===== src/rtl/if_prefetch_if.sv =====
// Instruction-memory bus between the prefetcher (master) and the memory (slave).
// Request channel is a valid/ready handshake; the response channel is valid-only
// and always returns words in request order.
interface if_prefetch_if #(
   parameter int ADDR_WIDTH = 32,
   parameter int DATA_WIDTH = 32
);
   logic                  IMEM_req_valid;
   logic                  IMEM_req_ready;
   logic [ADDR_WIDTH-1:0] IMEM_req_addr;
   logic                  IMEM_rsp_valid;
   logic [DATA_WIDTH-1:0] IMEM_rsp_data;

   modport master (
      output IMEM_req_valid,
      output IMEM_req_addr,
      input  IMEM_req_ready,
      input  IMEM_rsp_valid,
      input  IMEM_rsp_data
   );

   modport slave (
      input  IMEM_req_valid,
      input  IMEM_req_addr,
      output IMEM_req_ready,
      output IMEM_rsp_valid,
      output IMEM_rsp_data
   );
endinterface


===== src/rtl/if_prefetch.sv =====
// Instruction-fetch prefetcher: issues sequential word fetches under a credit
// limit so the prefetch FIFO can never overflow, tags each returned word with
// its PC, and presents the FIFO head to decode. A redirect flushes the FIFO,
// restarts fetching at the new target and discards every response still in
// flight at that point.
module if_prefetch #(
   parameter int                    ADDR_WIDTH = 32,
   parameter int                    DATA_WIDTH = 32,
   parameter int                    FIFO_DEPTH = 4,
   parameter logic [ADDR_WIDTH-1:0] RESET_PC   = '0
) (
   input  logic                  Clk_100MHz,
   input  logic                  Reset,
   input  logic                  MEM_PC_source_sel,
   input  logic [ADDR_WIDTH-1:0] MEM_PC_branch_dest,
   input  logic                  ID_ready,
   if_prefetch_if.master         imem,
   output logic                  IF_valid,
   output logic [ADDR_WIDTH-1:0] IF_PC,
   output logic [DATA_WIDTH-1:0] IF_Instruction
);

   localparam int PTR_W = $clog2(FIFO_DEPTH);
   localparam int CNT_W = PTR_W + 1;

   localparam logic [CNT_W:0]        DEPTH_EXT  = (CNT_W + 1)'(FIFO_DEPTH);
   localparam logic [ADDR_WIDTH-1:0] ALIGN_MASK = ~ADDR_WIDTH'(3);
   localparam logic [ADDR_WIDTH-1:0] WORD_STEP  = ADDR_WIDTH'(4);
   localparam logic [ADDR_WIDTH-1:0] START_PC   = RESET_PC & ALIGN_MASK;
   localparam logic [CNT_W-1:0]      CNT_ONE    = CNT_W'(1);
   localparam logic [PTR_W-1:0]      PTR_ONE    = PTR_W'(1);

   logic [ADDR_WIDTH-1:0] fetchPc_q, fetchPc_d;
   logic [ADDR_WIDTH-1:0] rspPc_q, rspPc_d;
   logic [CNT_W-1:0]      outstanding_q, outstanding_d;
   logic [CNT_W-1:0]      dropCnt_q, dropCnt_d;
   logic [CNT_W-1:0]      count_q, count_d;
   logic [PTR_W-1:0]      rdPtr_q, rdPtr_d;
   logic [PTR_W-1:0]      wrPtr_q, wrPtr_d;

   logic [ADDR_WIDTH-1:0] pcMem    [FIFO_DEPTH];
   logic [DATA_WIDTH-1:0] instrMem [FIFO_DEPTH];

   logic [ADDR_WIDTH-1:0] redirectTarget;
   logic [CNT_W:0]        creditSum;
   logic                  reqValid;
   logic                  reqFire;
   logic                  dropping;
   logic                  push;
   logic                  pop;

   // Credit check, handshakes and next-state for all counters; a redirect wins over push and pop
   always_comb begin
      redirectTarget = MEM_PC_branch_dest & ALIGN_MASK;
      creditSum      = {1'b0, count_q} + {1'b0, outstanding_q};
      reqValid       = !Reset && !MEM_PC_source_sel && (creditSum < DEPTH_EXT);
      reqFire        = reqValid && imem.IMEM_req_ready;
      dropping       = (dropCnt_q != '0);
      push           = imem.IMEM_rsp_valid && !dropping && !MEM_PC_source_sel;
      pop            = (count_q != '0) && ID_ready && !MEM_PC_source_sel;

      fetchPc_d     = fetchPc_q;
      rspPc_d       = rspPc_q;
      dropCnt_d     = dropCnt_q;
      count_d       = count_q;
      rdPtr_d       = rdPtr_q;
      wrPtr_d       = wrPtr_q;
      outstanding_d = outstanding_q;

      if (reqFire) begin
         outstanding_d = outstanding_d + CNT_ONE;
      end
      if (imem.IMEM_rsp_valid) begin
         outstanding_d = outstanding_d - CNT_ONE;
      end

      if (MEM_PC_source_sel) begin
         fetchPc_d = redirectTarget;
         rspPc_d   = redirectTarget;
         count_d   = '0;
         rdPtr_d   = '0;
         wrPtr_d   = '0;
         dropCnt_d = outstanding_d;
      end else begin
         if (reqFire) begin
            fetchPc_d = fetchPc_q + WORD_STEP;
         end
         if (imem.IMEM_rsp_valid) begin
            if (dropping) begin
               dropCnt_d = dropCnt_q - CNT_ONE;
            end else begin
               rspPc_d = rspPc_q + WORD_STEP;
            end
         end
         if (push) begin
            wrPtr_d = wrPtr_q + PTR_ONE;
         end
         if (pop) begin
            rdPtr_d = rdPtr_q + PTR_ONE;
         end
         count_d = count_q + (push ? CNT_ONE : '0) - (pop ? CNT_ONE : '0);
      end
   end

   // Control state registers with synchronous reset back to the start PC
   always_ff @(posedge Clk_100MHz) begin
      if (Reset) begin
         fetchPc_q     <= START_PC;
         rspPc_q       <= START_PC;
         outstanding_q <= '0;
         dropCnt_q     <= '0;
         count_q       <= '0;
         rdPtr_q       <= '0;
         wrPtr_q       <= '0;
      end else begin
         fetchPc_q     <= fetchPc_d;
         rspPc_q       <= rspPc_d;
         outstanding_q <= outstanding_d;
         dropCnt_q     <= dropCnt_d;
         count_q       <= count_d;
         rdPtr_q       <= rdPtr_d;
         wrPtr_q       <= wrPtr_d;
      end
   end

   // FIFO storage: each accepted response is written together with the PC it belongs to
   always_ff @(posedge Clk_100MHz) begin
      if (push && !Reset) begin
         pcMem[wrPtr_q]    <= rspPc_q;
         instrMem[wrPtr_q] <= imem.IMEM_rsp_data;
      end
   end

   assign imem.IMEM_req_valid = reqValid;
   assign imem.IMEM_req_addr  = fetchPc_q;

   assign IF_valid       = (count_q != '0) && !Reset;
   assign IF_PC          = pcMem[rdPtr_q];
   assign IF_Instruction = instrMem[rdPtr_q];

endmodule


===== src/flat_wrapper.sv =====
// flat-port wrapper written by rule: the top's interface ports become plain ports
module if_prefetch_flat 
#(
   parameter int                    ADDR_WIDTH = 32,
   parameter int                    DATA_WIDTH = 32,
   parameter int                    FIFO_DEPTH = 4,
   parameter logic [ADDR_WIDTH-1:0] RESET_PC   = '0
)
  (Clk_100MHz, Reset, MEM_PC_source_sel, MEM_PC_branch_dest, ID_ready, IF_valid, IF_PC, IF_Instruction, imem_IMEM_req_valid, imem_IMEM_req_addr, imem_IMEM_req_ready, imem_IMEM_rsp_valid, imem_IMEM_rsp_data);
  if_prefetch_if #(.ADDR_WIDTH(ADDR_WIDTH), .DATA_WIDTH(DATA_WIDTH)) imem_i ();
  input  logic Clk_100MHz;
  input  logic Reset;
  input  logic MEM_PC_source_sel;
  input  logic [ADDR_WIDTH-1:0] MEM_PC_branch_dest;
  input  logic ID_ready;
  output logic IF_valid;
  output logic [ADDR_WIDTH-1:0] IF_PC;
  output logic [DATA_WIDTH-1:0] IF_Instruction;
  output wire logic [$bits(imem_i.IMEM_req_valid)-1:0] imem_IMEM_req_valid;
  output wire logic [$bits(imem_i.IMEM_req_addr)-1:0] imem_IMEM_req_addr;
  input wire logic [$bits(imem_i.IMEM_req_ready)-1:0] imem_IMEM_req_ready;
  input wire logic [$bits(imem_i.IMEM_rsp_valid)-1:0] imem_IMEM_rsp_valid;
  input wire logic [$bits(imem_i.IMEM_rsp_data)-1:0] imem_IMEM_rsp_data;
  assign imem_IMEM_req_valid = imem_i.IMEM_req_valid;
  assign imem_IMEM_req_addr = imem_i.IMEM_req_addr;
  assign imem_i.IMEM_req_ready = imem_IMEM_req_ready;
  assign imem_i.IMEM_rsp_valid = imem_IMEM_rsp_valid;
  assign imem_i.IMEM_rsp_data = imem_IMEM_rsp_data;
  if_prefetch #(.ADDR_WIDTH(ADDR_WIDTH), .DATA_WIDTH(DATA_WIDTH), .FIFO_DEPTH(FIFO_DEPTH), .RESET_PC(RESET_PC)) u_core (.Clk_100MHz(Clk_100MHz), .Reset(Reset), .MEM_PC_source_sel(MEM_PC_source_sel), .MEM_PC_branch_dest(MEM_PC_branch_dest), .ID_ready(ID_ready), .imem(imem_i), .IF_valid(IF_valid), .IF_PC(IF_PC), .IF_Instruction(IF_Instruction));
endmodule

===== config.mk =====
export PLATFORM = sky130hd
export DESIGN_NAME = if_prefetch_flat
export DESIGN_NICKNAME = d
export VERILOG_FILES = /design/src/rtl/if_prefetch_if.sv /design/src/rtl/if_prefetch.sv /design/src/flat_wrapper.sv
export SDC_FILE = /design/constraint.sdc
export NUM_CORES = 1
export LEC_CHECK = 0
export CORE_UTILIZATION = 50
export DETAILED_ROUTE_END_ITERATION = 10
export MAX_ROUTING_LAYER = met4
export PLACE_DENSITY = 0.81
export SKIP_CTS_REPAIR_TIMING = 1
export SLEW_MARGIN = 15
export SYNTH_ARGS = -nofsm -noshare
export SYNTH_HDL_FRONTEND = slang
export SYNTH_SLANG_ARGS = --single-unit

===== constraint.sdc =====
create_clock -name Clk_100MHz -period 3.9 [get_ports Clk_100MHz]
set_clock_uncertainty 0.05 [all_clocks]
set_input_delay 0.78 -clock Clk_100MHz [delete_from_list [all_inputs] [get_ports Clk_100MHz]]
set_output_delay 0.78 -clock Clk_100MHz [all_outputs]
set_load 0.02 [all_outputs]

[Word level (Yosys, flattened, before mapping)]
Memory sizes are Yosys's and may differ from the RTL's. A register that Yosys moved wholly into a read port is not among the register bits.
Cells that the tools add are included.
Storage, ports and cells
  memories: 2
  output and inout port bits: 98
  flip-flop bits (word level): 77
  RAM bits: 256
Memories
  u_core.instrMem: words 4, bits a word 32, rd ports 1, clocked after Yosys merged registers in 1, write ports 1, RTL line if_prefetch.sv:42  | logic [DATA_WIDTH-1:0] instrMem [FIFO_DEPTH];
  u_core.pcMem: words 4, bits a word 32, rd ports 1, clocked after Yosys merged registers in 1, write ports 1, RTL line if_prefetch.sv:41  | logic [ADDR_WIDTH-1:0] pcMem [FIFO_DEPTH];
Cells by class
  $lt $le $gt $ge: 1
  equality and inequality tests: 1
  $add $sub $neg: 10
  reduce and logical (&&, ||, !) cells: 21
  bitwise logic cells: 1
  mux-type cells: 18
Operators with widths (count)
  32-bit 2-to-1 mux: 5
  32-bit by 3-bit adder with 32-bit output (second input constant): 2
  3-bit 2-to-1 mux: 5
  1-bit logical AND: 9
  2-bit 2-to-1 mux: 4
  2-bit AND reduction: 3
  2-bit nonzero test: 3
  3-bit nonzero test: 2
  3-bit by 1-bit subtractor with 3-bit output (second input constant): 2
  2-bit by 1-bit adder with 2-bit output (second input constant): 2
  3-bit by 3-bit adder with 4-bit output: 1
  4-bit by 3-bit < comparator with 1-bit output (second input constant): 1
  1-bit 2-to-1 mux: 4
  3-bit by 1-bit adder with 3-bit output (second input constant): 1
  3-bit adder: 1
  1-bit logical NOT: 3
  3-bit subtractor: 1
  2-bit inequality test (second input constant): 1
  2-bit OR reduction: 1
  1-bit inverter: 1

[Longest topological paths before layout]
Gate-level depths: netlist (run 1).
  depth in word-level cells: 8
  gate-level depth with buffers: 10
  gate-level depth less buffers: 10

[Worst setup path after synthesis (run 1)]
Ideal clock, no wire load.
  path type: input to register
  start: input imem_IMEM_rsp_valid
  end: memory u_core.instrMem[1][0], enable pin
  setup time: 426 ps
  cell stages on the path: 4
  path slack: 539 ps
  data arrival time: 2885 ps
  cell sequence: clkbuf_1 -> nand3b_1 -> nor3_1 -> and2_1
Between the ends
  cells in the longest elaborated chain, start to end: 5
Ends and longest elaborated chain
  start: declaration: RTL line flat_wrapper.sv:22  | input wire logic [$bits(imem_i.IMEM_rsp_valid)-1:0] imem_IMEM_rsp_valid;
  1-bit logical AND (2 in a row): RTL line if_prefetch.sv:59  | push = imem.IMEM_rsp_valid && !dropping && !MEM_PC_source_sel;
  1-bit logical AND: RTL line if_prefetch.sv:128  | if (push && !Reset) begin
  1-bit 2-to-1 mux: RTL line if_prefetch.sv:128
  1-bit 2-to-1 mux (implied by the code): RTL line if_prefetch.sv:130  | instrMem[wrPtr_q] <= imem.IMEM_rsp_data;
  end: declaration: RTL line if_prefetch.sv:42
Every way passes these cells.

==> out/metrics.yaml, run 1 <==
run_status:
  outcome: "completed"
global_route:
  overflow: 0
  grt_usage_pct: 21.7
  grt_pass1_vias: 7871
  antenna_found_initial: 0
  grt_max_degree: 63
  grt_pass1_wl_mm: 43.0
setup_path:
  cp-start-kind: "flop"
  path_class: "reg2out"
  required_ns: 3.07
  reg2reg_to: "u_core.dropCnt_q[2]"
  worstPathArrival_ns: 2.60
  r2r_start: "u_core.count_q[1]"
  ff2ff_path_depth: 9
  worst_setup_path_end_kind: "primary output"
  path_max_fanout: 25
  ff2ff_setup_slack_ns: 1.07
power:
  power_density_nw_per_um2: 467
  p_switching_mw: 1.67
  leakagePower_nw: 5.25
  total_power_mw: 7.59
  sw_frac_of_total_pct: 22.0
  vdd_drop_max_mv: 0.257
  p_int_mw: 5.92
  pwr-share-clk_pct: 41.8
  power_frac_seq_pct: 51.1
  comb_power_share_pct: 7.0
cts:
  cts_tree: "built"
  cts.path.max_buffers: 3
  clkTransAtPathRegs_ns: 0.06
  cts_root_buffer: "clkbuf_16"
  cts_num_sinks: 323
  clk_latency_ns: 0.51
  htreeDepth: 2
  numCtsBuffers: 35
synthesis:
  synth_xor_area_share_pct: 2.68
  netlist_instances: 843
  synth.avg_cell_area_sq_um: 15.5
  yosysTopAreaCellShare_pct: 57.0
  synth.area.top_cells: "edfxtp_1, dfxtp_1, mux4_2, xnor2_1, nand2_1"
  async_flop_share_pct: 0
  synth_top_family_by_area: "multiplexers"
  synth_flop_cell: "edfxtp_1"
  synth-simple-area-share_pct: 8.77
  synth_edf_count: 248
  synth.distinct_cells: 56
  synth.area.mux_share_pct: 11.1
  synth-compound-area-share_pct: 5.21
  synth_area_sq_um: 13100
  synth-adder-area-share_pct: 1.49
  ys_seq_area_share_pct: 68.5
  yosysWarnings: 0
  ys_ff_latch: 323
  yosys.area.top_type: "edfxtp_1"
floorplan:
  core_sq_um: 25400
  die_area_sq_um: 26800
  ioPinCount: 168
  die_x_microns: 164
  initial_utilization_pct: 51.4
  num_rows: 58
  die_h_microns: 164
hold_path:
  hp-class: "reg2reg"
  min_to: "u_core.imem.IMEM_req_addr[3]"
  min_from: "u_core.imem.IMEM_req_addr[3]"
  whs_path_depth: 2
sta:
  rsz0062_at_grt: "false"
  worst-slew-pin-transition_ns: 0.926
  max_clock_freq_mhz: 291
  hold_violations: 0
  setup_viol: 0
  final_max_slew_viol_count: 0
  relSlewSlack_pct: 37.8
  tns_ns: 0
  period_share_pct: 88.1
  period_minus_slack_ns: 3.43
finish:
  fin_area_sq_um: 16200
  multiInputGateArea_sq_um: 3860
  final_common_cell: "edfxtp_1"
  syn_to_final_growth_pct: 24.3
  mostFrequentLayoutCells: "edfxtp_1, clkdlybuf4s50_1, dfxtp_1"
  diodes: 0
  drive_above_1_share_pct: 14.8
  regArea_sq_um: 8950
  final_nets: 1101
  fillers: 1851
place:
  place_congestion: 0.880
  io_buffers: 161
  hpwl_mm: 17.0
  placed_area_sq_um: 15100
job:
  max-cap-violations: 0
route:
  drt-vias-per-instance: 5.74
  ant_nets: 0
  routedWlPerCell_microns: 19.9
  finalWirelength_mm: 27.4
  dr_total_vias: 7882
  drc: 0
  drtPass1Iterations: 5
  drt_iter0_drc: 595
[per-layer routing]
layer / part of all wire, % / track usage, % / up-vias
met1: 44 / 29.8 / 3933
met3: 6.4 / 3.38 / 36
met4: 1.6 / 5.64 / 0
met5: 0 / - / -
li1: - / - / 3620
met2: 48 / 33.9 / 293
[worst max-delay path: stages, from the launching register on]
cell and delay [ns]:
dfxtp_4 0.65, buf_12 0.29, mux4_2 0.54, clkdlybuf4s50_1 0.58
[Yosys cell counts, types with 2 or more instances]
library cell / instances
inv_1: 22
clkbuf_1: 33
o21ai_0: 15
mux2_2: 4
and4b_1: 2
nand3b_1: 3
o211ai_1: 6
and2_1: 15
nor3_1: 15
ha_1: 14
mux4_2: 62
a221oi_1: 3
xnor2_1: 30
o21a_1: 2
a21boi_0: 8
nand4_1: 15
buf_1: 7
or4_1: 2
nand2_1: 53
buf_6: 2
and4_1: 3
nor4_1: 11
a311oi_1: 3
xor2_1: 10
nor2_1: 50
edfxtp_1: 248
a211oi_1: 16
or3_1: 11
dfxtp_1: 75
a31oi_1: 16
a41oi_1: 2
and3_1: 5
a21oi_1: 23
buf_4: 4
o21bai_1: 4
or2_2: 3
nand3_1: 27
[state kept, by name, summed over array words and instances (netlist names), named ones only]
signal                     count
u_core.imem.IMEM_req_addr     30
u_core.rdPtr_q                 2
u_core.pcMem                 120
u_core.instrMem              128
u_core.wrPtr_q                 2
u_core.dropCnt_q               3
u_core.rspPc_q                30
u_core.outstanding_q           3
u_core.count_q                 3
[how the worst max path moves through the flow]
| stage | to | slack (ns) | start | depth (start not counted) |
|---|---|---|---|---|
| 6_report | IF_Instruction[31] | 0.47 | flop | 3 |
| 5_1_grt | IF_Instruction[31] | 0.30 | flop | 3 |
| 4_1_cts | IF_Instruction[31] | 0.40 | flop | 3 |
| 3_5_place_dp | u_core.imem.IMEM_req_addr[28] | 0.46 | MEM_PC_source_sel | 6 |
| 3_3_place_gp | u_core.imem.IMEM_req_addr[28] | 0.50 | MEM_PC_source_sel | 6 |
| 2_1_floorplan | u_core.instrMem[1][0] | 0.54 | imem_IMEM_rsp_valid | 4 |
[power groups by stage]
stage / registers (mW) / logic, mW / clock network, mW
2_1_floorplan: 3.95 / 0.273 / 0
3_3_place_gp: 3.95 / 0.523 / 0
3_5_place_dp: 3.95 / 0.531 / 0
4_1_cts: 3.88 / 0.535 / 3.25
5_1_grt: 3.89 / 0.582 / 3.36
6_report: 3.88 / 0.534 / 3.18
[cells by family after synthesis]
| logic type | after synthesis |
|---|---|
| DFF | 323 |
| and+or+nand+nor | 224 |
| AOI/OAI and AO/OA | 104 |
| buffers and inverters | 69 |
| muxes | 67 |
| xor gates and xnor gates | 40 |
| adders and majority gates | 15 |
| other | 1 |
[per-stage QoR]
| step | setup slack, ns | hold WS, ns | std cells | util (%) |
|---|---|---|---|---|
| 2_1_floorplan | 0.539 | 0.431 | 846 | - |
| 4_1_cts | 0.401 | 0.489 | 1373 | 63.9 |
| 3_3_place_gp | 0.504 | 0.462 | 1309 | 59.6 |
| 6_report | 0.466 | 0.488 | 1373 | 63.9 |
| 5_1_grt | 0.303 | 0.501 | 1373 | 63.9 |
| 3_5_place_dp | 0.464 | 0.469 | 1309 | 59.6 |
[layout make-up]
type / count / area share, %
repair buffers: 179 / 11.2
inverters: 23 / 0.532
clock buffers: 44 / 5.82
well taps: 330 / 2.54
flip-flops and latches: 323 / 55.1
clock inverters: 20 / 1.05
multi-input cells: 454 / 23.8
No activity file was read; power rests on OpenSTA's default activity.
==> run 2: changes to the inputs <==
--- a/config.mk
+++ b/config.mk
@@ -5,9 +5,10 @@
 export SDC_FILE = /design/constraint.sdc
 export NUM_CORES = 1
 export LEC_CHECK = 0
+export ABC_AREA = 1
 export CORE_UTILIZATION = 50
+export CTS_CLUSTER_SIZE = 12
 export DETAILED_ROUTE_END_ITERATION = 10
-export MAX_ROUTING_LAYER = met4
 export PLACE_DENSITY = 0.81
 export SKIP_CTS_REPAIR_TIMING = 1
 export SLEW_MARGIN = 15
==> run 2 against run 1 <==
Effect of this change: total power down 2.2%; largest power group unchanged; fmax down 4.9%; core utilization down 2.3 points; sequential share of layout area down 2.9 points; worst setup slack worse by 0.18 ns; routed wire length up 30%; cell count up 45%; sequential power about the same; combinational power up 17%; non-clock buffer count up 3; worst hold slack worse by 0.080 ns; critical endpoint is now IF_PC[11].
==> out/metrics.yaml, run 2 <==
floorplan:
  die_x_microns: 170
  num_rows: 61
  die_h_microns: 170
  ioPinCount: 168
  initial_utilization_pct: 50.8
  die_area_sq_um: 28900
  core_sq_um: 27800
route:
  drt-vias-per-instance: 5.58
  ant_nets: 0
  drtPass1Iterations: 6
  dr_total_vias: 11100
  finalWirelength_mm: 35.5
  routedWlPerCell_microns: 17.8
  drt_iter0_drc: 1032
  drc: 0
run_status:
  outcome: "completed"
synthesis:
  synth_xor_area_share_pct: 1.06
  synth.avg_cell_area_sq_um: 9.81
  synth.area.top_cells: "edfxtp_1, dfxtp_1, nand2_1, nor2_1, o21ai_0"
  synth_flop_cell: "edfxtp_1"
  ys_ff_latch: 323
  yosysWarnings: 0
  netlist_instances: 1438
  synth_area_sq_um: 14100
  yosys.area.top_type: "edfxtp_1"
  synth_top_family_by_area: "simple AND/OR/NAND/NOR gates"
  synth.distinct_cells: 36
  synth-compound-area-share_pct: 11.7
  yosys-top-cells-count: "nand2_1, edfxtp_1, nor2_1"
  synth_edf_count: 248
  synth-adder-area-share_pct: 1.38
  synth_most_common_cell: "nand2_1"
  ys_seq_area_share_pct: 63.4
  synth.area.mux_share_pct: 0
  yosysTopAreaCellShare_pct: 52.8
  synth-simple-area-share_pct: 17.4
  async_flop_share_pct: 0
sta:
  relSlewSlack_pct: 57.5
  final_max_slew_viol_count: 0
  hold_violations: 0
  period_share_pct: 92.6
  worst-slew-pin-transition_ns: 0.636
  max_clock_freq_mhz: 277
  setup_viol: 0
  timing.hold.ws_ns: 0.408
  setup_slack_ns: 0.289
  rsz0062_at_grt: "false"
  period_minus_slack_ns: 3.61
hold_path:
  whs_path_depth: 2
  hp-class: "reg2reg"
  min_from: "u_core.rdPtr_q[1]"
setup_path:
  worst_path_max_delay_cell: "clkdlybuf4s50_1"
  ff2ff_path_depth: 11
  path_max_fanout: 45
  max_stage_delay_ns: 0.67
  required_ns: 3.07
  r2r_start: "u_core.dropCnt_q[0]"
  crit_chain: "buf_4 -> o21ai_0 -> o22ai_1 -> clkdlybuf4s50_1"
  ff2ff_setup_slack_ns: 1.45
  path_class: "reg2out"
  worstPathArrival_ns: 2.78
  reg2reg_to: "u_core.pcMem[1][5]"
  worst_setup_path_end_kind: "primary output"
  cp-start-kind: "flop"
finish:
  top_regs: "u_core.instrMem (128), u_core.pcMem (120)"
  drive_above_1_share_pct: 5.02
  mostFrequentLayoutCells: "nand2_1, edfxtp_1, nor2_1"
  fin_area_sq_um: 17100
  largest_reg_flops: 128
  final_nets: 1677
  fin_util_pct: 61.7
  syn_to_final_growth_pct: 21.4
  regMostFlops: "u_core.instrMem"
  final_common_cell: "nand2_1"
  diodes: 0
cts:
  cts_root_buffer: "clkbuf_16"
  cts_tree: "built"
  cts_num_sinks: 323
  numCtsBuffers: 34
  cts.path.max_buffers: 3
  htreeDepth: 2
  clk_latency_ns: 0.51
  clkTransAtPathRegs_ns: 0.05
global_route:
  grt_max_degree: 125
  grt_pass1_vias: 10600
  grt_pass1_wl_mm: 55.3
  overflow: 0
  antenna_found_initial: 0
  grt_usage_pct: 24.6
place:
  hpwl_mm: 22.2
  place_ws_ns: 0.730
  place_congestion: 0.901
  io_buffers: 161
  placed_area_sq_um: 16200
power:
  power_density_nw_per_um2: 434
  vdd_drop_max_mv: 0.235
  leakagePower_nw: 6.03
  total_power_mw: 7.43
job:
  max-cap-violations: 0
==> run 2: kinds of logic (layout without fill, tap and decap cells) <==
kind of cell	Yosys count	count (layout)
buffers and inverters	169	341
adders and majority gates	15	15
xor gates and xnor gates	17	17
DFF	323	323
AOI/OAI and AO/OA	307	307
other	1	4
and+or+nand+nor	606	606
==> run 2: worst max path at each step <==
stage | from | to | slack, ns | cells past startpoint
4_1_cts | flop | IF_PC[11] | 0.30 | 4
6_report | flop | IF_PC[11] | 0.29 | 4
3_5_place_dp | MEM_PC_source_sel | u_core.instrMem[1][30] | 0.73 | 8
2_1_floorplan | MEM_PC_source_sel | u_core.instrMem[0][0] | -0.65 | 6
3_3_place_gp | MEM_PC_source_sel | u_core.instrMem[1][30] | 0.79 | 8
5_1_grt | flop | IF_PC[10] | 0.22 | 4
==> run 2: critical path, delay by kind of cell (launching register included) <==
family	cells	cell delay [ns]
flops	1	0.58
compound gates	2	0.50
buf+inv	2	1.17
==> run 2: routing by layer <==
metal | part of all wire [%] | track usage [%] | up-vias
met2 | 47 | 39.9 | 546
li1 | - | - | 5261
met3 | 8.8 | 4.33 | 80
met5 | 0 | 0 | -
met4 | 3.1 | 9.87 | 0
met1 | 41 | 32.8 | 5224
==> run 2: power breakdown <==
group / leakage (nW) / total (mW) / internal (mW) / switching (mW)
clock network: 0.467 / 2.91 / 1.67 / 1.24
logic: 2.69 / 0.625 / 0.256 / 0.369
registers: 2.88 / 3.90 / 3.79 / 0.104
total: 6.03 / 7.43 / 5.72 / 1.71
==> run 2: cell type report <==
| type | count | area, sq um |
|---|---|---|
| inverter | 102 | 384 |
| fill | 2211 | 10700 |
| timing repair buffer | 182 | 1840 |
| clock inverter | 6 | 31.3 |
| multi-input combinational | 949 | 4500 |
| clock buffer | 51 | 946 |
| sequential | 323 | 8950 |
| tap | 378 | 473 |
==> run 2: through the flow <==
step                std cells  TNS, ns
floorplan                1441  -161.76
global placement         1934        0
detailed placement       1934        0
CTS                      1991        0
global route             1991        0
finish                   1991        0
